[src/rtl/serial_subtractor12.sv]
// Bit-serial subtractor: diff = a - b - bin over WIDTH bits, one bit per clock,
// with valid/ready handshakes on input and output.
module serial_subtractor12 #(
  parameter int unsigned WIDTH = 12,
  parameter int unsigned CW    = 4
) (
  input  logic             clk,
  input  logic             rst_n,
  input  logic             in_valid,
  output logic             in_ready,
  input  logic [WIDTH-1:0] a,
  input  logic [WIDTH-1:0] b,
  input  logic             bin,
  output logic             out_valid,
  input  logic             out_ready,
  output logic [WIDTH-1:0] diff,
  output logic             bout,
  output logic             zero,
  output logic             ovf
);

  typedef enum logic [1:0] {IDLE, RUN, DONE} state_t;

  state_t           state, state_nx;
  logic [WIDTH-1:0] sa, sb;
  logic [WIDTH-2:0] sd;
  logic [WIDTH-1:0] sd_nx;
  logic             br, br_nx, d, last;
  logic [CW-1:0]    cnt;

  // Single full-subtractor cell working on the current LSB of the operand registers
  always_comb begin
    d     = sa[0] ^ sb[0] ^ br;
    br_nx = (~sa[0] & sb[0]) | (~(sa[0] ^ sb[0]) & br);
    sd_nx = {d, sd};
    last  = (cnt == CW'(WIDTH - 1));
  end

  always_ff @(posedge clk) begin
    if (!rst_n) state <= IDLE;
    else        state <= state_nx;
  end

  always_comb begin
    state_nx  = state;
    in_ready  = 1'b0;
    out_valid = 1'b0;
    case (state)
      IDLE: begin
        in_ready = 1'b1;
        if (in_valid) state_nx = RUN;
      end
      RUN: begin
        if (last) state_nx = DONE;
      end
      DONE: begin
        out_valid = 1'b1;
        if (out_ready) state_nx = IDLE;
      end
      default: state_nx = IDLE;
    endcase
  end

  // Result fields are only written on the final bit, so they hold steadily in DONE
  always_ff @(posedge clk) begin
    if (!rst_n) begin
      sa   <= '0;
      sb   <= '0;
      sd   <= '0;
      br   <= 1'b0;
      cnt  <= '0;
      diff <= '0;
      bout <= 1'b0;
      zero <= 1'b0;
      ovf  <= 1'b0;
    end else begin
      case (state)
        IDLE: begin
          if (in_valid) begin
            sa  <= a;
            sb  <= b;
            br  <= bin;
            cnt <= '0;
          end
        end
        RUN: begin
          sa  <= sa >> 1;
          sb  <= sb >> 1;
          sd  <= sd_nx[WIDTH-1:1];
          br  <= br_nx;
          cnt <= cnt + CW'(1);
          if (last) begin
            diff <= sd_nx;
            bout <= br_nx;
            ovf  <= br ^ br_nx;
            zero <= (sd_nx == '0);
          end
        end
        default: ;
      endcase
    end
  end

endmodule

[config.mk]
export PLATFORM = sky130hd
export DESIGN_NAME = serial_subtractor12
export DESIGN_NICKNAME = d
export VERILOG_FILES = /design/src/rtl/serial_subtractor12.sv
export SDC_FILE = /design/constraint.sdc
export NUM_CORES = 1
export LEC_CHECK = 0
export CORE_ASPECT_RATIO = 0.75
export CORE_MARGIN = 10
export CORE_UTILIZATION = 55
export DETAILED_ROUTE_END_ITERATION = 10
export HOLD_SLACK_MARGIN = 0.12
export PLACE_DENSITY = 0.84
export SETUP_SLACK_MARGIN = 0.5
export SYNTH_ARGS = -nofsm -noshare
export SYNTH_HDL_FRONTEND = slang
export SYNTH_SLANG_ARGS = --single-unit
[constraint.sdc]
create_clock -name clk -period 2.27 [get_ports clk]
set_clock_uncertainty 0.05 [all_clocks]
set_input_delay 0.3405 -clock clk [delete_from_list [all_inputs] [get_ports clk]]
set_output_delay 0.3405 -clock clk [all_outputs]
set_load 0.05 [all_outputs]
# ---- Word level (Yosys, flattened, before mapping)
# Index checks and enable logic that the tools add are counted.
dict set report totals {
  inputBits 29
  register_bits 57
  out_inout_bits 17
  wordCells 45
}
dict set report op_classes {
  n_eq_ne 6
  n_mux 14
  n_reduce_logical 6
  add_sub_neg 1
  bitwise_logic 8
}
# operator count
set ops {}
lappend ops {{$pmux 12 s2} 2}
lappend ops {{$mux 12} 2}
lappend ops {{$logic_not 12->1} 1}
lappend ops {{$pmux 4 s2} 1}
lappend ops {{$mux 2} 3}
lappend ops {{$ne 2x2->1 const B} 3}
lappend ops {{$pmux 2 s3} 1}
lappend ops {{$add 4x1->4 const B} 1}
lappend ops {{$eq 4x4->1 const B} 1}
lappend ops {{$mux 4} 1}
lappend ops {{$reduce_and 2->1} 2}
lappend ops {{$mux 1} 3}
lappend ops {{$reduce_and 3->1} 1}
lappend ops {{$xor 1x1->1} 3}
lappend ops {{$and 1x1->1} 2}
lappend ops {{$eq 2x1->1 const B} 1}
lappend ops {{$eq 2x2->1 const B} 1}
lappend ops {{$logic_not 2->1} 1}
lappend ops {{$not 1->1} 2}
lappend ops {{$pmux 1 s2} 1}
lappend ops {{$reduce_bool 2->1} 1}
lappend ops {{$or 1x1->1} 1}

# ---- Depth between registers and ports, before layout
# Gate-level depths: netlist of the first run.
dict set report depth {
  ltp_word 5
  mapped_depth 6
  depth_no_buf 5
}

# ---- Worst setup path before layout of the first run
# OpenSTA, ideal clock, no wires.
dict set report synth_path {
  kind {register to output}
  startpoint {register state[1]}
  endpoint {output out_valid}
  t_arrival_ns 1.466
  setup_slack_ns 0.413
  stages_incl_launch_ff 4
  path_buffers 1
  cell_sequence {dfxtp_1 -> clkinv_1 -> clkbuf_1 -> nor2_1}
}
dict set report synth_between {
  elab_chain_cells 2
}
# element line_no
set synth_lines {}
lappend synth_lines {{start: declaration} 24} ;# state_t state, state_nx;
lappend synth_lines {{start signal: assignment} 41} ;# else state <= state_nx;
lappend synth_lines {{$eq 2x2->1} 48} ;# case (state)
lappend synth_lines {{$mux 1} 48}
lappend synth_lines {{end: declaration} 14} ;# output logic out_valid,
# Every way passes these cells.

# ---- Worst setup path in the final report of the first run
dict set report layout_path {
  startpoint {register zero}
  endpoint {output zero}
}
# element line_no
set layout_lines {}
lappend layout_lines {{start: declaration} 18} ;# output logic zero,
lappend layout_lines {{start signal: assignment} 96} ;# zero <= (sd_nx == '0);
# No word-level cell between the ends.

==> results of run 1 <==
## sequential cells by signal, summed over array words and instances, names as in the netlist
signal and count:
diff 12, sa 12, sb 12, sd 11, cnt 4, state 2
bout 1, br 1, ovf 1, zero 1
## logic make-up (layout without fill, tap and decap cells)
logic type / Yosys count / in the layout / synth area share [%]
simple gates: 80 / 80 / 14.7
mux: 2 / 2 / 0.828
flops: 57 / 57 / 47.2
buf+inv: 30 / 74 / 6.37
compound gates: 117 / 117 / 29.2
xor+xnor: 1 / 1 / 0.362
fa+ha+maj: 2 / 2 / 1.35
## stage by stage
step | power, mW | worst slack [ns] | hold slack (ns) | std cells | util (%)
final | 2.18 | 0.665 | 0.420 | 388 | 73.5
after global routing | 2.26 | 0.545 | 0.448 | 388 | 73.5
after CTS | 2.19 | 0.524 | 0.422 | 386 | 73.0
after detailed placement | 1.35 | 0.489 | 0.417 | 370 | 69.1
after global placement | 1.34 | 0.543 | 0.410 | 370 | 69.1
after floorplan | 1.26 | 0.627 | 0.400 | 289 | -
## power by group through the flow
stage	combinational [mW]	sequential, mW	clock (mW)
floorplan	0.172	1.09	0
global placement	0.246	1.10	0
detailed placement	0.250	1.10	0
CTS	0.253	1.08	0.861
global route	0.282	1.08	0.899
finish	0.255	1.08	0.845
## cell type report
cell class	count	area, sq um	area share [%]
Multi-Input combinational cell	202	1130	36.9
Tap cell	55	68.8	2.26
Timing Repair Buffer	53	512	16.8
Inverter	5	18.8	0.615
Sequential cell	57	1140	37.5
Clock buffer	12	155	5.08
Clock inverter	4	27.5	0.902
## routing by layer
metal / GRT usage [%] / wire [um]
met4: 6.38 / 100
met2: 24.4 / 2790
met5: 0 / 0
met1: 22.1 / 2770
met3: 4.90 / 352
## worst reg2reg max path: cells and delay by family, from the launching register on
family                     cells  cell delay [ns]
adders and majority gates      1             0.48
DFF                            1             0.35
AOI/OAI and AO/OA              1             0.17
buffers and inverters          1             0.08
and+or+nand+nor                2             0.38
## layout by cell type (no fill, tap or decap), types with 2 or more instances in the layout
cell / netlist / final
nor4_1: 3 / 3
o21ai_1: 5 / 5
dfxtp_2: 0 / 2
nor2_1: 27 / 26
clkdlybuf4s50_1: 0 / 28
clkinvlp_4: 0 / 3
o22ai_1: 4 / 4
mux2i_1: 2 / 2
clkbuf_8: 0 / 11
dlygate4sd2_1: 0 / 15
o2bb2ai_1: 19 / 19
clkinv_1: 2 / 2
dfxtp_1: 57 / 55
a21oi_1: 47 / 47
nor2b_1: 2 / 2
buf_4: 4 / 8
buf_12: 0 / 2
a221oi_1: 2 / 2
inv_1: 2 / 2
nand3_1: 17 / 17
o21ai_0: 31 / 31
nand2_1: 25 / 25
a32oi_1: 2 / 2
## what timing repair did
item,CTS,global route
gates resized for setup,15,3
pin swaps,0,1
setup endpoints to repair,15,14
hold buffers,0,0
buffers inserted,0,2
## path summary, 6_finish.rpt
path                     endpoint  depth (start not counted)
max                          zero                          1
min reg2reg  diff[0]$_SDFFE_PN0P_                          2
min          diff[0]$_SDFFE_PN0P_                          2
max reg2reg     zero$_SDFFE_PN0P_                          5
==> metrics.cfg, run 1 <==
[synth]
synth_fp_nets = 320
synth_common_cells = dfxtp_1 (57), a21oi_1 (47), o21ai_0 (31)
synth-seq-cells = 57
netlist_instances = 289
synth_area_sq_um = 2420
ys.warnings.count = 0
synth_area_leaders = dfxtp_1 (47%), a21oi_1 (9.7%), o2bb2ai_1 (6.9%)
synth_edf_count = 0
ys_seq_area_share_pct = 47.2
synth_cell_types = 38
synth_top_area_share_pct = 47.2
yosys.area.top_type = dfxtp_1
yosysMostFrequentCell = dfxtp_1
async_flop_share_pct = 0
synth_area_per_cell_sq_um = 8.36
ys.flop_type = dfxtp_1

[floorplanning]
die-area_sq_um = 7470
io_pins = 46
rows = 20
start_util_pct = 58.2
core_sq_um = 4150
die_y_um = 77.4
die_w_um = 96.6

[route]
vias = 2248
final_antenna_net_count = 0
wirelength_mm = 6.02
first_pass_iters = 5
drc_errors = 0
wl_per_cell_um = 15.5
drtIter0Drc = 202
vias_per_cell = 5.79

[power]
power.internal_mw = 1.62
p_comb_share_pct = 11.7
p_clk_share_pct = 38.8
ir_drop_mv = 0.686
power_density_nw_per_um2 = 714
p_switching_mw = 0.560
switching_share_pct = 25.7
power.leakage_nw = 1.14
pwr-share-seq_pct = 49.5

[finish]
fillers = 337
postLayoutCellArea_sq_um = 3050
drive_above_1_share_pct = 10.2
nets = 359
area_delta_synth_final_pct = 26.2
antenna_cells = 0

[cts]
clock_path_buffers = 2
insertion_delay_ns = 0.33
cts_buffers = 9
cts.sinks = 57
cts_max_level = 3
cts_tree = built
clkSlewWorstSetupHoldPaths_ns = 0.06
clock-root-buffer = clkbuf_8

[sta]
grt_setup_unrepaired = no
fmax_mhz = 623
final.setup.tns_ns = 0
finalCritPeriodShare_pct = 70.7
finalCriticalPeriod_ns = 1.60
worst_slew_pin_slew_ns = 0.508
drv_slew = 0
setup_violations = 0
finalHoldViolations = 0
slew_headroom_pct = 66.3

[worst_hold_path]
hold_class = reg2reg
min_from = diff[0]$_SDFFE_PN0P_

[global_route]
antenna_found_initial = 0
grt_pass1_wl_mm = 10.2
grt_use_total_pct = 16.6
grt_pass1_vias = 2083
overflow = 0
grt_max_degree = 35

[placement]
io_buffers = 45
gp_congestion = 0.836
place_area_sq_um = 2870
dp_hpwl_mm = 3.82

[critical_path]
startpoint = zero$_SDFFE_PN0P_
path_cells = dlygate4sd2_1
max_stage_delay_ns = 0.54
r2r-start = br$_SDFFE_PN0P_
critical_path.top_delay_family = buffers and inverters
crit_path_top_delay_cell = dlygate4sd2_1
crit_fanout = 2
required_ns = 1.88
startpoint_type = flop
arrival_ns = 1.21
worstSetupPathType = reg2out
cp-end-kind = primary output
crit_buf_inv = 1
ff2ff_setup_slack_ns = 0.70

[run]
maxCapViolations = 0

[outcome]
status = completed

(Power assumes the default switching activity.)
==> run 2: changes to the inputs <==
--- a/config.mk
+++ b/config.mk
@@ -7,10 +7,10 @@
 export LEC_CHECK = 0
 export CORE_ASPECT_RATIO = 0.75
 export CORE_MARGIN = 10
-export CORE_UTILIZATION = 55
+export CORE_UTILIZATION = 51
 export DETAILED_ROUTE_END_ITERATION = 10
 export HOLD_SLACK_MARGIN = 0.12
-export PLACE_DENSITY = 0.84
+export PLACE_DENSITY = 0.79
 export SETUP_SLACK_MARGIN = 0.5
 export SYNTH_ARGS = -nofsm -noshare
 export SYNTH_HDL_FRONTEND = slang
==> constraint.sdc (replaced) <==
create_clock -name clk -period 1.5 [get_ports clk]
set_clock_uncertainty 0.05 [all_clocks]
set_input_delay 0.225 -clock clk [delete_from_list [all_inputs] [get_ports clk]]
set_output_delay 0.225 -clock clk [all_outputs]
set_load 0.05 [all_outputs]
==> metrics.cfg, run 2 <==
[outcome]
status = stopped before the end  ; was completed
stop_stage = global routing (5_1_grt)
tool.error = [ERROR DPL-0038] Utilization greater than 100%, impossible to legalize

[synth]
synth-seq-cells = 57  ; unchanged
synth_fp_nets = 320  ; unchanged
ys.flop_type = dfxtp_1  ; unchanged
synth_xor_area_share_pct = 0.362  ; unchanged
synth_area_per_cell_sq_um = 8.36  ; unchanged
synthSimpleGateAreaFrac_pct = 14.7  ; unchanged
synth_area_leaders = dfxtp_1 (47%), a21oi_1 (9.7%), o2bb2ai_1 (6.9%)  ; unchanged
netlist_instances = 289  ; unchanged
yosysMostFrequentCell = dfxtp_1  ; unchanged
synth_top_family_by_area = compound AO/OA/AOI/OAI gates  ; unchanged
ys_seq_area_share_pct = 47.2  ; unchanged
synth_area_sq_um = 2420  ; unchanged
synth_cell_types = 38  ; unchanged
yosys.area.top_type = dfxtp_1  ; unchanged
synth_compound_area_share_pct = 29.2  ; unchanged
synth_fa_ha_area_share_pct = 1.35  ; unchanged
synth_common_cells = dfxtp_1 (57), a21oi_1 (47), o21ai_0 (31)  ; unchanged
synth_top_area_share_pct = 47.2  ; unchanged
synthMuxAreaShare_pct = 0.828  ; unchanged
ys.warnings.count = 0  ; unchanged
async_flop_share_pct = 0  ; unchanged
synth_edf_count = 0  ; unchanged

[placement]
io_buffers = 45  ; unchanged
place_area_sq_um = 3260  ; was 2870 sq um
dp.cells = 380  ; was 370
gp_congestion = 0.776  ; was 0.836
dp_hpwl_mm = 4.25  ; was 3.82 mm

[cts]
hold_buffers = 0  ; unchanged
clock_path_buffers = 2  ; unchanged
cts_buffers = 9  ; unchanged
cts_max_level = 3  ; unchanged
cts.sinks = 57  ; unchanged
clock-root-buffer = clkbuf_8  ; unchanged

[sta]
worst_endpoint = zero$_SDFFE_PN0P_/D
worstEndpointType = register data pin

[floorplanning]
start_util_pct = 53.5  ; was 58.2%
io_pins = 46  ; unchanged
die_y_um = 79.6  ; was 77.4 um
die_w_um = 99.5  ; was 96.6 um
rows = 21  ; was 20

[global_route]
grt_max_degree = 24

-- run 2: cell counts after synthesis --
No cell type changed its count.
-- run 2: what timing repair did --
| item | in CTS |
|---|---|
| buffers inserted | 20 |
| pin swaps | 20 |
| endpoints found under the hold margin | 0 |
| setup endpoints to repair | 74 |
| gates cloned | 10 |
| gates resized for setup | 83 |
-- run 2: cells by family after synthesis --
logic type	Yosys count
muxes	2
adders and majority gates	2
DFF	57
AOI/OAI and AO/OA	117
buffers and inverters	30
xor gates and xnor gates	1
and+or+nand+nor	80
-- run 2: per-stage QoR --
stage,utilization [%],setup WS [ns]
floorplan,-,0.178
CTS,89.4,0.0309
global placement,72.1,-0.0434
detailed placement,72.1,-0.0830
==> run 3: changes to the inputs <==
==> config.mk (replaced) <==
export PLATFORM = sky130hd
export DESIGN_NAME = serial_subtractor12
export DESIGN_NICKNAME = d
export VERILOG_FILES = /design/src/rtl/serial_subtractor12.sv
export SDC_FILE = /design/constraint.sdc
export NUM_CORES = 1
export LEC_CHECK = 0
export CORE_MARGIN = 10
export CORE_UTILIZATION = 40
export DETAILED_ROUTE_END_ITERATION = 10
export PLACE_DENSITY_LB_ADDON = 0.15
export SYNTH_ARGS = -nofsm -noshare
export SYNTH_HDL_FRONTEND = slang
export SYNTH_SLANG_ARGS = --single-unit
==> metrics.cfg, run 3 (synthesis gave the netlist of run 1 again) <==
[outcome]
status = completed  ; was stopped before the end

[power]
fin_total_pwr_mw = 3.34
power.internal_mw = 2.40
switching_share_pct = 28.0
pwr-share-seq_pct = 48.6
power_density_nw_per_um2 = 994
p_clk_share_pct = 38.5
ir_drop_mv = 0.446
p_switching_mw = 0.935
power.leakage_nw = 1.19
p_comb_share_pct = 13.0

[floorplanning]
core_sq_um = 5890
die_y_um = 97.7  ; was 79.6 um
start_util_pct = 41.1  ; was 53.5%
rows = 28  ; was 21
io_pins = 46  ; unchanged
die-area_sq_um = 9550
die_w_um = 97.7  ; was 99.5 um

[sta]
fmax_mhz = 694
slew_headroom_pct = 72.3
worst_slew_pin_slew_ns = 0.414
finalCritPeriodShare_pct = 96.1
finalHoldViolations = 0
worst_slack_ns = 0.0583
finalCriticalPeriod_ns = 1.44
final.setup.tns_ns = 0
drv_slew = 0
fin_hold_ws_ns = 0.434
grt_setup_unrepaired = yes
setup_violations = 0

[finish]
final-instance-count-excl-fill = 416
final_common_cell = dfxtp_1
nets = 367
drive_above_1_share_pct = 18.2
layout_common_cells = dfxtp_1 (55), a21oi_1 (47), o21ai_0 (31)
area_delta_synth_final_pct = 39.0
top_regs = diff x12, sa x12, sb x12
fin_util_pct = 57.1
postLayoutCellArea_sq_um = 3360
antenna_cells = 0

[cts]
cts_buffers = 9  ; unchanged
hold_buffers = 0  ; unchanged
post_cts_buffers = 0  ; was 20
cts.sinks = 57  ; unchanged
clkSlewWorstSetupHoldPaths_ns = 0.07
clock-root-buffer = clkbuf_8  ; unchanged
cts_max_level = 3  ; unchanged
insertion_delay_ns = 0.34
cts_tree = built
clock_path_buffers = 2  ; unchanged

[route]
wirelength_mm = 5.91
drtIter0Drc = 74
vias_per_cell = 5.29
drc_errors = 0
wl_per_cell_um = 14.2
final_antenna_net_count = 0
first_pass_iters = 4
vias = 2202

[placement]
gp_congestion = 0.819  ; was 0.776
io_buffers = 45  ; unchanged
place_area_sq_um = 3150  ; was 3260 sq um
dp.cells = 400  ; was 380
dp_hpwl_mm = 4.03  ; was 4.25 mm
dp_slack_ns = -0.104  ; was -0.0830 ns

[run]
maxCapViolations = 0

[global_route]
grt_pass1_vias = 2214
grt_use_total_pct = 12.6
grt_max_degree = 29
overflow = 0
grt_pass1_wl_mm = 10.3
antenna_found_initial = 0

[critical_path]
crit_path_top_delay_cell = dfxtp_4
startpoint_type = flop
required_ns = 1.22
max_stage_delay_ns = 0.41
cp-end-kind = primary output
critical_path.top_delay_family = flip-flops
crit_fanout = 8
worstSetupPathType = reg2out
path_cells = clkinv_2 -> nor2_4 -> buf_12
crit_buf_inv = 2
arrival_ns = 1.17

[worst_hold_path]
hold_class = reg2reg

## run 3: final timing paths
kind,startpoint,end,slack (ns),cells after the start
max,state[1]$_SDFFE_PN0P_,out_valid,0.06,3
min,sb[0]$_SDFFE_PN0P_,sb[0]$_SDFFE_PN0P_,0.43,2
max reg2reg,sb[0]$_SDFFE_PN0P_,zero$_SDFFE_PN0P_,0.10,5
min reg2reg,sb[0]$_SDFFE_PN0P_,sb[0]$_SDFFE_PN0P_,0.43,2
## run 3: power by group through the flow
stage / clock network [mW] / logic, mW / registers, mW
2_1_floorplan: 0 / 0.261 / 1.64
4_1_cts: 1.31 / 0.432 / 1.62
3_3_place_gp: 0 / 0.420 / 1.66
6_report: 1.28 / 0.433 / 1.62
3_5_place_dp: 0 / 0.426 / 1.65
5_1_grt: 1.40 / 0.483 / 1.63
## run 3: repair_timing
action,CTS,global route
setup endpoints to repair,3,12
pin swaps,0,0
gates cloned,0,0
resized for setup,4,7
## run 3: worst min-delay path: stages, from the launching register on
cell and delay [ns]:
dfxtp_1 0.31, inv_2 0.06, a221oi_1 0.07
## run 3: area by class of cell
class,count,area (sq um)
inverter,5,20.0
clock buffer,9,124
multi-input combinational,202,1150
sequential,57,1150
timing repair buffer,61,769
clock inverter,7,56.3
tap,75,93.8
fill,569,2530
## run 3: per-layer routing
metal / global-route usage, % / part of all wire, %
met1: 14.9 / 46
met2: 19.5 / 47
met3: 3.95 / 4.9
met4: 7.38 / 1.9
met5: 0 / 0
==> run 4: changes to the inputs <==
--- a/config.mk
+++ b/config.mk
@@ -5,10 +5,11 @@
 export SDC_FILE = /design/constraint.sdc
 export NUM_CORES = 1
 export LEC_CHECK = 0
-export CORE_MARGIN = 10
+export CORE_MARGIN = 8
 export CORE_UTILIZATION = 40
 export DETAILED_ROUTE_END_ITERATION = 10
 export PLACE_DENSITY_LB_ADDON = 0.15
+export SKIP_LAST_GASP = 1
 export SYNTH_ARGS = -nofsm -noshare
 export SYNTH_HDL_FRONTEND = slang
 export SYNTH_SLANG_ARGS = --single-unit
==> metrics.cfg, run 4 (synthesis gave the netlist of run 1 again) <==
[outcome]
status = completed  ; unchanged

[power]
power_density_nw_per_um2 = 987  ; was 994 nW/um^2
ir_drop_mv = 0.613  ; was 0.446 mV
power.leakage_nw = 1.22  ; was 1.19 nW

[placement]
gp_congestion = 0.793  ; was 0.819
io_buffers = 45  ; unchanged
dp.cells = 404  ; was 400
dp_hpwl_mm = 3.96  ; was 4.03 mm

[critical_path]
arrival_ns = 1.67  ; was 1.17 ns
worstSetupPathType = reg2reg  ; was reg2out
ff2ff_setup_slack_ns = 0.04  ; was 0.10 ns
startpoint_type = flop  ; unchanged
r2r-start = br$_SDFFE_PN0P_  ; was sb[0]$_SDFFE_PN0P_
required_ns = 1.71  ; was 1.22 ns
cp-end-kind = flop  ; was primary output
r2r_cells = 5  ; unchanged
crit_fanout = 2  ; was 8
worst_r2r_endpoint = zero$_SDFFE_PN0P_  ; unchanged

[sta]
fmax_mhz = 686  ; was 694 MHz
grt_setup_unrepaired = yes  ; unchanged
finalHoldViolations = 0  ; unchanged
slew_headroom_pct = 72.3  ; about the same
worst_slew_pin_slew_ns = 0.415  ; was 0.414 ns
drv_slew = 0  ; unchanged
setup_violations = 0  ; unchanged
finalCritPeriodShare_pct = 97.2  ; was 96.1%
final.setup.tns_ns = 0  ; unchanged
finalCriticalPeriod_ns = 1.46  ; was 1.44 ns

[route]
wirelength_mm = 5.86  ; was 5.91 mm
final_antenna_net_count = 0  ; unchanged
vias_per_cell = 5.21  ; was 5.29
drtIter0Drc = 89  ; was 74
first_pass_iters = 4  ; unchanged
wl_per_cell_um = 13.9  ; was 14.2 um
vias = 2192  ; was 2,202
drc_errors = 0  ; unchanged

[finish]
top_regs = diff x12, sa x12, sb x12  ; unchanged
fillers = 531  ; was 569
layout_common_cells = dfxtp_1 (55), a21oi_1 (47), o21ai_0 (31)  ; unchanged
antenna_cells = 0  ; unchanged
area_delta_synth_final_pct = 41.1  ; was 39.0%
drive_above_1_share_pct = 18.8  ; was 18.2%
final-instance-count-excl-fill = 421  ; was 416
nets = 372  ; was 367
final_common_cell = dfxtp_1  ; unchanged

[floorplanning]
rows = 28  ; unchanged
start_util_pct = 41.1  ; unchanged
die_y_um = 93.7  ; was 97.7 um
io_pins = 46  ; unchanged
die-area_sq_um = 8790  ; was 9550 sq um
die_w_um = 93.7  ; was 97.7 um
core_sq_um = 5890  ; unchanged

[cts]
hold_buffers = 0  ; unchanged
cts.sinks = 57  ; unchanged
cts_max_level = 3  ; unchanged
clock_path_buffers = 2  ; unchanged
cts_tree = built  ; unchanged
insertion_delay_ns = 0.33  ; was 0.34 ns
cts_buffers = 9  ; unchanged
clkSlewWorstSetupHoldPaths_ns = 0.07  ; about the same
clock-root-buffer = clkbuf_8  ; unchanged

[global_route]
grt_pass1_wl_mm = 9.79  ; was 10.3 mm
grt_pass1_vias = 2143  ; was 2,214
overflow = 0  ; unchanged
grt_max_degree = 29  ; unchanged
antenna_found_initial = 0  ; unchanged
grt_use_total_pct = 13.7  ; was 12.6%

[worst_hold_path]
min_from = sd[10]$_SDFFE_PN0P_  ; was sb[0]$_SDFFE_PN0P_
hold_class = reg2reg  ; unchanged
min_path_cells = 2  ; unchanged
whs_endpoint = sd[9]$_SDFFE_PN0P_  ; was sb[0]$_SDFFE_PN0P_

[run]
maxCapViolations = 0  ; unchanged

-- run 4: final cells by class --
| type | count | area, sq um | share of cell area, % |
|---|---|---|---|
| clock buffer | 11 | 151 | 4.44 |
| clock inverter | 5 | 30.0 | 0.880 |
| inverter | 5 | 20.0 | 0.587 |
| multi-input combinational | 202 | 1140 | 33.5 |
| sequential | 57 | 1150 | 33.7 |
| tap | 75 | 93.8 | 2.75 |
| timing repair buffer | 66 | 823 | 24.1 |
-- run 4: per-layer routing --
metal / vias up / GRT usage (%) / share of wire [%]
li1: 1134 / - / -
met1: 1003 / 16.3 / 46
met2: 46 / 21.9 / 47
met3: 9 / 3.84 / 5.3
met4: 0 / 6.74 / 1.7
met5: - / 0 / 0
-- run 4: how the worst max path moves through the flow --
| stage | start | to | slack (ns) |
|---|---|---|---|
| final | br$_SDFFE_PN0P_ | zero$_SDFFE_PN0P_ | 0.04 |
| after global routing | br$_SDFFE_PN0P_ | zero$_SDFFE_PN0P_ | -0.06 |
| after CTS | state[1]$_SDFFE_PN0P_ | out_valid | 0.03 |
| after detailed placement | in_valid | sa[1]$_SDFFE_PN0P_ | -0.07 |
| after global placement | in_valid | sa[2]$_SDFFE_PN0P_ | -0.02 |
| after floorplan | state[1]$_SDFFE_PN0P_ | out_valid | -0.05 |
-- run 4: timing repair --
action | 4_1_cts | 5_1_grt
endpoints found under the hold margin | 0 | 0
pin swaps | 1 | 0
setup endpoints to repair | 3 | 2
buffers inserted | 2 | 0
resized for setup | 9 | 1
-- run 4: report_power, final --
| part | leakage (nW) | internal, mW | switching (mW) |
|---|---|---|---|
| logic | 0.665 | 0.227 | 0.225 |
| registers | 0.467 | 1.58 | 0.0374 |
| clock network | 0.0911 | 0.679 | 0.615 |
-- run 4: worst max-delay path, stage by stage, from the launching register on --
cell     delay [ns]
dfxtp_1        0.33
inv_1          0.06
fa_1           0.48
nor4_2         0.18
nand3_1        0.12
o22ai_1        0.17
-- run 4: metrics by stage --
step	worst slack [ns]	instance area [sq um]	power [mW]	hold WS [ns]	util [%]
2_1_floorplan	-0.0494	2420	1.91	0.313	-
3_3_place_gp	-0.0250	3190	2.08	0.411	54.2
3_5_place_dp	-0.0665	3190	2.09	0.419	54.2
4_1_cts	0.0278	3410	3.40	0.437	57.9
5_1_grt	-0.0608	3410	3.52	0.459	58.0
6_report	0.0415	3410	3.37	0.434	58.0
